$ cat src/rtl/dmem_arbiter_pkg.sv
// ============================================================================
// Module   : dmem_arbiter_pkg
// Brief    : Shared constants, types and helpers for the dmem access arbiter.
// Revision : 1.0 - initial release
// ============================================================================
`default_nettype none

`ifndef XLEN
`define XLEN 32
`endif

package dmem_arbiter_pkg;

  localparam int XLEN = `XLEN;

  // Loads and stores share encodings, so the names alias.
  localparam logic [2:0] F3_LB  = 3'b000;
  localparam logic [2:0] F3_LH  = 3'b001;
  localparam logic [2:0] F3_LW  = 3'b010;
  localparam logic [2:0] F3_LBU = 3'b100;
  localparam logic [2:0] F3_LHU = 3'b101;
  localparam logic [2:0] F3_SB  = 3'b000;
  localparam logic [2:0] F3_SH  = 3'b001;
  localparam logic [2:0] F3_SW  = 3'b010;

  localparam logic [3:0] AMP_NONE = 4'b0000;
  localparam logic [3:0] AMP_B0   = 4'b0001;
  localparam logic [3:0] AMP_H0   = 4'b0011;
  localparam logic [3:0] AMP_H1   = 4'b1100;
  localparam logic [3:0] AMP_W    = 4'b1111;

  typedef enum logic {
    PORT_C = 1'b0,
    PORT_D = 1'b1
  } port_e;

  function automatic logic f3_illegal(input logic [2:0] f3);
    return (f3 == 3'b011) || (f3 == 3'b110) || (f3 == 3'b111);
  endfunction

endpackage

`default_nettype wire

$ cat src/rtl/dmem_arbiter_if.sv
// ============================================================================
// Module   : dmem_arbiter_if
// Brief    : Requester (C, D) and dmem-side signal bundle for dmem_arbiter.
// Revision : 1.0 - initial release
// ============================================================================
`default_nettype none

interface dmem_arbiter_if;
  import dmem_arbiter_pkg::*;

  logic            c_req, c_we, c_gnt, c_rvalid, c_err;
  logic [2:0]      c_funct3;
  logic [XLEN-1:0] c_addr, c_wdata, c_rdata;

  logic            d_req, d_we, d_gnt, d_rvalid, d_err;
  logic [2:0]      d_funct3;
  logic [XLEN-1:0] d_addr, d_wdata, d_rdata;

  logic            mem_we;
  logic [3:0]      mem_amp;
  logic [XLEN-1:0] mem_a, mem_wd, mem_rd;

  modport slave (
    input  c_req, c_we, c_funct3, c_addr, c_wdata,
    output c_gnt, c_rvalid, c_rdata, c_err,
    input  d_req, d_we, d_funct3, d_addr, d_wdata,
    output d_gnt, d_rvalid, d_rdata, d_err,
    output mem_we, mem_amp, mem_a, mem_wd,
    input  mem_rd
  );

  modport master (
    output c_req, c_we, c_funct3, c_addr, c_wdata,
    input  c_gnt, c_rvalid, c_rdata, c_err,
    output d_req, d_we, d_funct3, d_addr, d_wdata,
    input  d_gnt, d_rvalid, d_rdata, d_err,
    input  mem_we, mem_amp, mem_a, mem_wd,
    output mem_rd
  );

endinterface

`default_nettype wire

$ cat src/rtl/dmem_arbiter_lane.sv
// ============================================================================
// Module   : dmem_lane
// Brief    : Combinational byte-lane decoder: store mask, alignment, load extend.
// Revision : 1.0 - initial release
// ============================================================================
`default_nettype none

module dmem_lane
  import dmem_arbiter_pkg::*;
(
  input  logic [2:0]      funct3_i,
  input  logic [1:0]      addr_i,
  input  logic            we_i,
  input  logic [XLEN-1:0] mem_rd_i,
  output logic [3:0]      amp_o,
  output logic            misalign_o,
  output logic [XLEN-1:0] ldata_o
);

  logic [7:0]  w_byte;
  logic [15:0] w_half;

  always_comb begin
    w_byte = mem_rd_i[7:0];
    case (addr_i)
      2'd1:    w_byte = mem_rd_i[15:8];
      2'd2:    w_byte = mem_rd_i[23:16];
      2'd3:    w_byte = mem_rd_i[31:24];
      default: w_byte = mem_rd_i[7:0];
    endcase
    w_half = addr_i[1] ? mem_rd_i[31:16] : mem_rd_i[15:0];
  end

  // funct3[1:0] carries the access size for both loads and stores.
  always_comb begin
    misalign_o = 1'b0;
    amp_o      = AMP_NONE;
    case (funct3_i[1:0])
      2'b00: amp_o = AMP_B0 << addr_i;
      2'b01: begin
        misalign_o = addr_i[0];
        amp_o      = addr_i[1] ? AMP_H1 : AMP_H0;
      end
      2'b10: begin
        misalign_o = |addr_i;
        amp_o      = AMP_W;
      end
      default: amp_o = AMP_NONE;
    endcase
    if (!we_i) begin
      amp_o = AMP_NONE;
    end
  end

  always_comb begin
    case (funct3_i)
      F3_LB:   ldata_o = {{(XLEN-8){w_byte[7]}}, w_byte};
      F3_LH:   ldata_o = {{(XLEN-16){w_half[15]}}, w_half};
      F3_LW:   ldata_o = mem_rd_i;
      F3_LBU:  ldata_o = {{(XLEN-8){1'b0}}, w_byte};
      F3_LHU:  ldata_o = {{(XLEN-16){1'b0}}, w_half};
      default: ldata_o = '0;
    endcase
  end

endmodule

`default_nettype wire

$ cat src/rtl/dmem_arbiter.sv
// ============================================================================
// Module   : dmem_arbiter
// Brief    : Two-port (C pipeline, D debug/DMA) arbiter and decoder for dmem.
//            DMEM_ARB_RR_EN selects round-robin instead of C priority.
// Revision : 1.0 - initial release
// ============================================================================
`default_nettype none

module dmem_arbiter
  import dmem_arbiter_pkg::*;
#(
  parameter int DEPTH_W  = 7,
  parameter int MAX_WAIT = 8
) (
  input  logic            clk,
  input  logic            rstn,
  dmem_arbiter_if.slave   bus_if
);

  port_e           w_win;
  logic            w_d_first;
  logic            w_c_gnt, w_d_gnt, w_any_gnt;
  logic            w_we, w_err, w_misalign, w_oor, w_wr;
  logic [2:0]      w_f3;
  logic [XLEN-1:0] w_addr, w_wdata, w_ldata, w_resp;
  logic [3:0]      w_amp;

  logic            c_rvalid_q, c_err_q, d_rvalid_q, d_err_q;
  logic [XLEN-1:0] c_rdata_q, d_rdata_q;

`ifdef DMEM_ARB_RR_EN
  port_e ptr_q, ptr_d;

  assign w_d_first = (ptr_q == PORT_D);

  // Pointer always names the port that did not win the last grant.
  always_comb begin
    ptr_d = ptr_q;
    if (w_any_gnt) begin
      ptr_d = w_c_gnt ? PORT_D : PORT_C;
    end
  end

  always_ff @(posedge clk or negedge rstn) begin
    if (!rstn) begin
      ptr_q <= PORT_C;
    end else begin
      ptr_q <= ptr_d;
    end
  end
`else
  localparam int              CNT_W    = $clog2(MAX_WAIT + 1);
  localparam logic [CNT_W-1:0] WAIT_MAX = CNT_W'(MAX_WAIT);

  logic [CNT_W-1:0] wait_q, wait_d;

  assign w_d_first = (wait_q == WAIT_MAX);

  // Saturates so D keeps its claim until the next contested cycle.
  always_comb begin
    wait_d = wait_q;
    if (!bus_if.d_req || w_d_gnt) begin
      wait_d = '0;
    end else if (wait_q != WAIT_MAX) begin
      wait_d = wait_q + 1'b1;
    end
  end

  always_ff @(posedge clk or negedge rstn) begin
    if (!rstn) begin
      wait_q <= '0;
    end else begin
      wait_q <= wait_d;
    end
  end
`endif

  always_comb begin
    w_win = PORT_C;
    if (bus_if.d_req && (!bus_if.c_req || w_d_first)) begin
      w_win = PORT_D;
    end
  end

  assign w_c_gnt   = rstn & bus_if.c_req & (w_win == PORT_C);
  assign w_d_gnt   = rstn & bus_if.d_req & (w_win == PORT_D);
  assign w_any_gnt = w_c_gnt | w_d_gnt;

  assign w_we    = (w_win == PORT_D) ? bus_if.d_we     : bus_if.c_we;
  assign w_f3    = (w_win == PORT_D) ? bus_if.d_funct3 : bus_if.c_funct3;
  assign w_addr  = (w_win == PORT_D) ? bus_if.d_addr   : bus_if.c_addr;
  assign w_wdata = (w_win == PORT_D) ? bus_if.d_wdata  : bus_if.c_wdata;

  dmem_lane u_lane (
    .funct3_i   (w_f3),
    .addr_i     (w_addr[1:0]),
    .we_i       (w_we),
    .mem_rd_i   (bus_if.mem_rd),
    .amp_o      (w_amp),
    .misalign_o (w_misalign),
    .ldata_o    (w_ldata)
  );

  assign w_oor  = |w_addr[XLEN-1:DEPTH_W+2];
  assign w_err  = f3_illegal(w_f3) | w_misalign | w_oor;
  assign w_wr   = w_any_gnt & w_we & ~w_err;
  assign w_resp = (w_we | w_err) ? '0 : w_ldata;

  assign bus_if.mem_we  = w_wr;
  assign bus_if.mem_amp = w_wr ? w_amp : AMP_NONE;
  assign bus_if.mem_a   = {{(XLEN-DEPTH_W){1'b0}}, w_addr[DEPTH_W+1:2]};
  assign bus_if.mem_wd  = w_wdata;

  always_ff @(posedge clk or negedge rstn) begin
    if (!rstn) begin
      c_rvalid_q <= 1'b0;
      c_err_q    <= 1'b0;
      c_rdata_q  <= '0;
      d_rvalid_q <= 1'b0;
      d_err_q    <= 1'b0;
      d_rdata_q  <= '0;
    end else begin
      c_rvalid_q <= w_c_gnt;
      d_rvalid_q <= w_d_gnt;
      if (w_c_gnt) begin
        c_err_q   <= w_err;
        c_rdata_q <= w_resp;
      end
      if (w_d_gnt) begin
        d_err_q   <= w_err;
        d_rdata_q <= w_resp;
      end
    end
  end

  assign bus_if.c_gnt    = w_c_gnt;
  assign bus_if.d_gnt    = w_d_gnt;
  assign bus_if.c_rvalid = c_rvalid_q;
  assign bus_if.d_rvalid = d_rvalid_q;
  assign bus_if.c_err    = c_err_q;
  assign bus_if.d_err    = d_err_q;
  assign bus_if.c_rdata  = c_rdata_q;
  assign bus_if.d_rdata  = d_rdata_q;

endmodule

`default_nettype wire

$ cat src/flat_wrapper.sv
// flat-port wrapper written by rule: the top's interface ports become plain ports
module dmem_arbiter_flat import dmem_arbiter_pkg::*;
#(
  parameter int DEPTH_W  = 7,
  parameter int MAX_WAIT = 8
)
  (clk, rstn, bus_if_c_req, bus_if_c_we, bus_if_c_funct3, bus_if_c_addr, bus_if_c_wdata, bus_if_c_gnt, bus_if_c_rvalid, bus_if_c_rdata, bus_if_c_err, bus_if_d_req, bus_if_d_we, bus_if_d_funct3, bus_if_d_addr, bus_if_d_wdata, bus_if_d_gnt, bus_if_d_rvalid, bus_if_d_rdata, bus_if_d_err, bus_if_mem_we, bus_if_mem_amp, bus_if_mem_a, bus_if_mem_wd, bus_if_mem_rd);
  dmem_arbiter_if bus_if_i ();
  input  logic clk;
  input  logic rstn;
  input wire logic [$bits(bus_if_i.c_req)-1:0] bus_if_c_req;
  input wire logic [$bits(bus_if_i.c_we)-1:0] bus_if_c_we;
  input wire logic [$bits(bus_if_i.c_funct3)-1:0] bus_if_c_funct3;
  input wire logic [$bits(bus_if_i.c_addr)-1:0] bus_if_c_addr;
  input wire logic [$bits(bus_if_i.c_wdata)-1:0] bus_if_c_wdata;
  output wire logic [$bits(bus_if_i.c_gnt)-1:0] bus_if_c_gnt;
  output wire logic [$bits(bus_if_i.c_rvalid)-1:0] bus_if_c_rvalid;
  output wire logic [$bits(bus_if_i.c_rdata)-1:0] bus_if_c_rdata;
  output wire logic [$bits(bus_if_i.c_err)-1:0] bus_if_c_err;
  input wire logic [$bits(bus_if_i.d_req)-1:0] bus_if_d_req;
  input wire logic [$bits(bus_if_i.d_we)-1:0] bus_if_d_we;
  input wire logic [$bits(bus_if_i.d_funct3)-1:0] bus_if_d_funct3;
  input wire logic [$bits(bus_if_i.d_addr)-1:0] bus_if_d_addr;
  input wire logic [$bits(bus_if_i.d_wdata)-1:0] bus_if_d_wdata;
  output wire logic [$bits(bus_if_i.d_gnt)-1:0] bus_if_d_gnt;
  output wire logic [$bits(bus_if_i.d_rvalid)-1:0] bus_if_d_rvalid;
  output wire logic [$bits(bus_if_i.d_rdata)-1:0] bus_if_d_rdata;
  output wire logic [$bits(bus_if_i.d_err)-1:0] bus_if_d_err;
  output wire logic [$bits(bus_if_i.mem_we)-1:0] bus_if_mem_we;
  output wire logic [$bits(bus_if_i.mem_amp)-1:0] bus_if_mem_amp;
  output wire logic [$bits(bus_if_i.mem_a)-1:0] bus_if_mem_a;
  output wire logic [$bits(bus_if_i.mem_wd)-1:0] bus_if_mem_wd;
  input wire logic [$bits(bus_if_i.mem_rd)-1:0] bus_if_mem_rd;
  assign bus_if_i.c_req = bus_if_c_req;
  assign bus_if_i.c_we = bus_if_c_we;
  assign bus_if_i.c_funct3 = bus_if_c_funct3;
  assign bus_if_i.c_addr = bus_if_c_addr;
  assign bus_if_i.c_wdata = bus_if_c_wdata;
  assign bus_if_c_gnt = bus_if_i.c_gnt;
  assign bus_if_c_rvalid = bus_if_i.c_rvalid;
  assign bus_if_c_rdata = bus_if_i.c_rdata;
  assign bus_if_c_err = bus_if_i.c_err;
  assign bus_if_i.d_req = bus_if_d_req;
  assign bus_if_i.d_we = bus_if_d_we;
  assign bus_if_i.d_funct3 = bus_if_d_funct3;
  assign bus_if_i.d_addr = bus_if_d_addr;
  assign bus_if_i.d_wdata = bus_if_d_wdata;
  assign bus_if_d_gnt = bus_if_i.d_gnt;
  assign bus_if_d_rvalid = bus_if_i.d_rvalid;
  assign bus_if_d_rdata = bus_if_i.d_rdata;
  assign bus_if_d_err = bus_if_i.d_err;
  assign bus_if_mem_we = bus_if_i.mem_we;
  assign bus_if_mem_amp = bus_if_i.mem_amp;
  assign bus_if_mem_a = bus_if_i.mem_a;
  assign bus_if_mem_wd = bus_if_i.mem_wd;
  assign bus_if_i.mem_rd = bus_if_mem_rd;
  dmem_arbiter #(.DEPTH_W(DEPTH_W), .MAX_WAIT(MAX_WAIT)) u_core (.clk(clk), .rstn(rstn), .bus_if(bus_if_i));
endmodule
$ cat config.mk
export PLATFORM = sky130hd
export DESIGN_NAME = dmem_arbiter_flat
export DESIGN_NICKNAME = d
export VERILOG_FILES = /design/src/rtl/dmem_arbiter_pkg.sv /design/src/rtl/dmem_arbiter_if.sv /design/src/rtl/dmem_arbiter_lane.sv /design/src/rtl/dmem_arbiter.sv /design/src/flat_wrapper.sv
export SDC_FILE = /design/constraint.sdc
export NUM_CORES = 1
export LEC_CHECK = 0
export CORE_AREA = 5 5 118 120
export DETAILED_ROUTE_END_ITERATION = 12
export DIE_AREA = 0 0 123 125
export PLACE_DENSITY = 0.9
export SLEW_MARGIN = 10
export SYNTH_ARGS = -nofsm -noshare
export SYNTH_HDL_FRONTEND = slang
export SYNTH_SLANG_ARGS = --single-unit
$ cat constraint.sdc
create_clock -name clk -period 16.2 [get_ports clk]
set_clock_uncertainty 0.1 [all_clocks]
set_input_delay 4.86 -clock clk [delete_from_list [all_inputs] [get_ports clk]]
set_output_delay 4.86 -clock clk [all_outputs]
set_load 0.01 [all_outputs]
# ---- Word-level counts from Yosys, hierarchy flattened
# Index checks and enable logic that the tools add are counted.
dict set report classes {
  add_sub_neg 1
  eq_ne 14
  shifts 1
  n_mux 16
  n_bitwise 12
  n_reduce_logical 12
}
# operator count
set op_table {}
lappend op_table {{$pmux 32 s5} 1}
lappend op_table {{$mux 32} 3}
lappend op_table {{$pmux 8 s3} 1}
lappend op_table {{$reduce_or 23->1} 1}
lappend op_table {{$mux 4} 5}
lappend op_table {{$mux 16} 1}
lappend op_table {{$eq 3x3->1 const B} 4}
lappend op_table {{$pmux 4 s3} 1}
lappend op_table {{$and 1x1->1} 6}
lappend op_table {{$eq 2x2->1 const B} 3}
lappend op_table {{$eq 3x2->1 const B} 2}
lappend op_table {{$add 4x1->4 const B} 1}
lappend op_table {{$eq 2x1->1 const B} 2}
lappend op_table {{$eq 4x4->1 const B} 1}
lappend op_table {{$logic_or 1x1->1} 4}
lappend op_table {{$ne 4x4->1 const B} 1}
lappend op_table {{$or 1x1->1} 4}
lappend op_table {{$shl 1x2->4 const A} 1}
lappend op_table {{$eq 3x1->1 const B} 1}
lappend op_table {{$logic_not 3->1} 1}
lappend op_table {{$mux 3} 1}
lappend op_table {{$logic_not 1->1} 2}
lappend op_table {{$logic_not 2->1} 1}
lappend op_table {{$mux 1} 2}
lappend op_table {{other kinds (5)} 6}
dict set report totals {
  regBits 72
  in_bits 172
  output_inout_bits 139
  wordCells 63
}

# ---- Logic depth before layout (Yosys ltp)
dict set report depth {
  ltp_word 13
  mapped_depth 20
  ltp_nobuf 14
}

# ---- Modules after synthesis
# A second synthesis with hierarchy kept.
dict set report unflattened {
  hier_cells 726
  hier_area_um2 5405.2
}
# mod instances cells_per_inst area_per_inst_um2 seq_area_each_um2
set modules_own_cells {}
lappend modules_own_cells {dmem_arbiter 1 610 4636.9 1801.7}
lappend modules_own_cells {dmem_lane 1 116 768.2 0.0}

# ---- Least setup slack after synthesis
# No wires, ideal clock.
dict set report synth_timing {
  path_type {input-to-output}
  start {in bus_if_d_req}
  end {out bus_if_mem_amp[0]}
  arrival_ns 7.546
  t_required_ns 11.240
  setup_slack_ns 3.694
  cell_stages 15
  path_buffers 4
  path_cell_list {and4b_1 > buf_2 > nor2_8 > buf_2 > buf_1 > nand2_1 > nand2_1 > inv_1 > ha_1 > clkbuf_1 > inv_1 > nor3_1 > o311ai_2 > nand2_1 > nor3_1}
}
dict set report synth_via {
  elab_chain_len 11
  word_cells_on_any_way 31
  classes_between {5 x eq/ne; 1 x shift; 9 x mux; 10 x bitwise; 6 x reduce/logical}
}
# element line
set synth_rtl {}
lappend synth_rtl {{start: declaration} flat_wrapper.sv:20} ;# input wire logic [$bits(bus_if_i.d_req)-1:0] bus_if_d_req;
lappend synth_rtl {{$logic_and 1x1->1} dmem_arbiter.sv:80} ;# if (bus_if.d_req && (!bus_if.c_req || w_d_first)) begin
lappend synth_rtl {{$mux 1} dmem_arbiter.sv:80}
lappend synth_rtl {{$mux 3} dmem_arbiter.sv:90} ;# assign w_f3 = (w_win == PORT_D) ? bus_if.d_funct3 : bus_if.c_funct3;
lappend synth_rtl {{$eq 3x2->1 / $eq 3x3->1 (equally long branches)} dmem_arbiter_pkg.sv:38} ;# return (f3 == 3'b011) || (f3 == 3'b110) || (f3 == 3'b111);
lappend synth_rtl {{$logic_or 1x1->1 (2 in series)} dmem_arbiter_pkg.sv:38}
lappend synth_rtl {{$or 1x1->1 (2 in series)} dmem_arbiter.sv:105} ;# assign w_err = f3_illegal(w_f3) | w_misalign | w_oor;
lappend synth_rtl {{$not 1->1} dmem_arbiter.sv:106} ;# assign w_wr = w_any_gnt & w_we & ~w_err;
lappend synth_rtl {{$and 1x1->1} dmem_arbiter.sv:106}
lappend synth_rtl {{$mux 4 (*)} dmem_arbiter.sv:110} ;# assign bus_if.mem_amp = w_wr ? w_amp : AMP_NONE;
lappend synth_rtl {{end: declaration} flat_wrapper.sv:30} ;# output wire logic [$bits(bus_if_i.mem_amp)-1:0] bus_if_mem_amp;
# Mark *: on every way between the ends. The rest lies on a longest branch, timed or not.

# ---- Worst setup path after layout
dict set report layout_timing {
  start {in bus_if_d_req}
  end {out bus_if_mem_amp[2]}
}
# Same word-level chain as after synthesis.

==> results.toml <==
[timing]
worstMarginPinSlew_ns = 1.10
tns_ns = 0
setup_viol = 0
slew_headroom = 0.267
period_share = 0.867
report.final.slew_viol_count = 0
hold_viol_final = 0
rsz0062_at_grt = "false"
clock.fmax_ghz = 0.0712
min_period_ns = 14.05

[place]
port_buffers = 285
gp_congestion = 0.920
place_area_sq_um = 7410
dp.cells = 1005
hpwl_microns = 15700

[min_path]
hp-class = "flop to flop"
hold_path_depth = 2
hold_path.startpoint = "u_core.bus_if.c_rdata[7]"

[setup_path]
crit_path_top_delay_cell = "nor2_8"
criticalPathCategory = "input pin to output pin"
start_kind = "input pin"
reg2regPathDepth = 13
worstReg2RegStart = "u_core.wait_q[0]"
worstPathArrival_ns = 9.09
crit_path_cell_trace = "clkdlybuf4s50_1 -> and4b_1 -> nor2_8 -> mux2i_1 -> ha_1 -> nor2b_1 -> o21ai_0 -> o21ai_1 -> nor2_1 -> nor3_1 -> clkdlybuf4s50_1"
cp_max_fo = 54
cp.required_ns = 11.24
cpPeakStageDelay_ns = 0.61
cp-startpoint = "bus_if_d_req"
cp-end-kind = "output pin"
crit_top_cell = "clkdlybuf4s50_1"

[final_layout]
design_area_sq_um = 7770
syn_to_final_growth_pct = 71.1
fin_cells = 1021
antenna_cells = 0
drive_gt1_frac = 0.0414
final_nets = 1019

[drt]
ant_nets = 0
drt-initial-drc-count = 537
dr.pass1.iters = 5
route.vias.total = 5251
drt-total-wl_microns = 20000
drc = 0
wl_per_cell_microns = 19.6
viasPerCell = 5.14

[status]
status = "finished, final reports clean"

[clock_network]
clk_pin_slew_ns = 0.06
cts-buffers-inserted = 9
clk_latency_ns = 0.33
post_cts_resized = 0
clock_sinks = 72
cts_root_buffer = "clkbuf_16"
clockBufferDepth = 2
cts.htree.levels = 3
post_cts_buffers = 0
hold_buffers = 0
cts_tree = "built"

[grt]
grt_pass1_vias = 4995
grt_overflow = 0
grt_max_degree = 55
antenna_found_initial = 0
grt_usage = 0.245
grt_pass1_wl_microns = 29100

[power_and_ir_drop]
p_leak_uw = 0.00335
ir_drop_mv = 0.0542
p_per_area_nw_per_um2 = 70.7

[job]
maxCapViolations = 0

[synth]
yosys_warnings = 0
yosys-top-cells-count = "nand2_1 (201), dfrtp_1 (72), o21ai_1 (27)"
synth-edff-count = 0
ys_seq_area_frac = 0.397
synth.area.top_cells = "dfrtp_1 (40%), nand2_1 (17%), a22oi_1 (4.3%)"
synth_area_sq_um = 4540
avgSynthCellArea_sq_um = 7.92
synthFlopType = "dfrtp_1"
synth_top_area_share = 0.397
ys_ff_latch = 72
async_flop_share = 1.00
synthCells = 573
yosysTopAreaCell = "dfrtp_1"
synth.most_common_cell = "nand2_1"
synth.distinct_cells = 53

[floorplan]
rows = 42
core-area_sq_um = 12900
die_w_microns = 123
initial_core_util = 0.353
pin_count = 311
die_y_microns = 125
die-area_sq_um = 15400
state kept, by name, indices dropped and copies added, names as in the netlist:
signal	flops
u_core.bus_if.d_rvalid	1
u_core.wait_q	4
u_core.bus_if.c_rdata	32
u_core.bus_if.c_rvalid	1
u_core.bus_if.c_err	1
u_core.bus_if.d_err	1
u_core.bus_if.d_rdata	32
stage by stage:
step	total power, uW	hold slack (ns)	util	setup WS [ns]
after floorplan	241	0.416	-	3.69
final	549	0.377	0.603	2.15
after detailed placement	315	0.367	0.576	2.22
after CTS	549	0.380	0.603	2.18
after global placement	314	0.362	0.576	2.41
after global routing	568	0.401	0.603	1.85
cell usage in the layout, fill, tap and decap left out, drive strengths merged, types with 7 or more instances in the layout:
master / n
a211oi: 22
o21ai: 49
inv: 14
ha: 7
buf: 7
nor4: 11
a221oi: 8
clkdlybuf4s50: 284
a21oi: 7
a22oi: 26
nand2: 201
clkbuf: 12
nor2: 15
nor3: 15
conb: 25
dfrtp: 72
per-layer routing:
metal	track usage	share of wire
met4	0.0671	0.026
met1	0.322	0.41
met3	0.0691	0.097
met5	0	0
met2	0.394	0.47
final timing paths:
path / endpoint / slack (ns)
max: bus_if_mem_amp[2] / 2.15
min: u_core.bus_if.c_rdata[7] / 0.38
max reg2reg: u_core.bus_if.d_rdata[0] / 11.83
min reg2reg: u_core.bus_if.c_rdata[7] / 0.38
max in group asynchronous: u_core.bus_if.c_rdata[31] / 10.48
min in group asynchronous: u_core.bus_if.d_rdata[22] / 4.51
kinds of logic (layout without fill, tap and decap cells):
group / Yosys count / in the layout / synth area share
compound gates: 139 / 139 / 0.215
buf+inv: 72 / 320 / 0.0835
mux: 7 / 7 / 0.0160
other cells: 1 / 25 / 0.000826
xor+xnor: 3 / 3 / 0.00579
simple gates: 272 / 272 / 0.263
flops: 72 / 72 / 0.397
fa+ha+maj: 7 / 7 / 0.0193
worst max-delay path, delay by kind of cell:
kind | cells | cell delay, ns
and+or+nand+nor | 5 | 1.49
adders and majority gates | 1 | 0.53
buffers and inverters | 2 | 1.09
AOI/OAI and AO/OA | 2 | 0.67
muxes | 1 | 0.42
where the power goes:
| group | switching, uW | total [uW] | internal [uW] |
|---|---|---|---|
| registers | 0.691 | 181 | 181 |
| clock network | 76.0 | 235 | 159 |
| logic | 64.5 | 132 | 68.0 |
| total | 141 | 549 | 408 |
area by class of cell:
type | instances | area (sq um)
fillers | 1083 | 5110
repair buffers | 291 | 2890
multi-input cells | 453 | 2450
flip-flops and latches | 72 | 1800
clock buffers | 12 | 256
well taps | 176 | 220
clock inverters | 4 | 98.8
inverters | 13 | 48.8
Power figures use the tool's default switching activity.
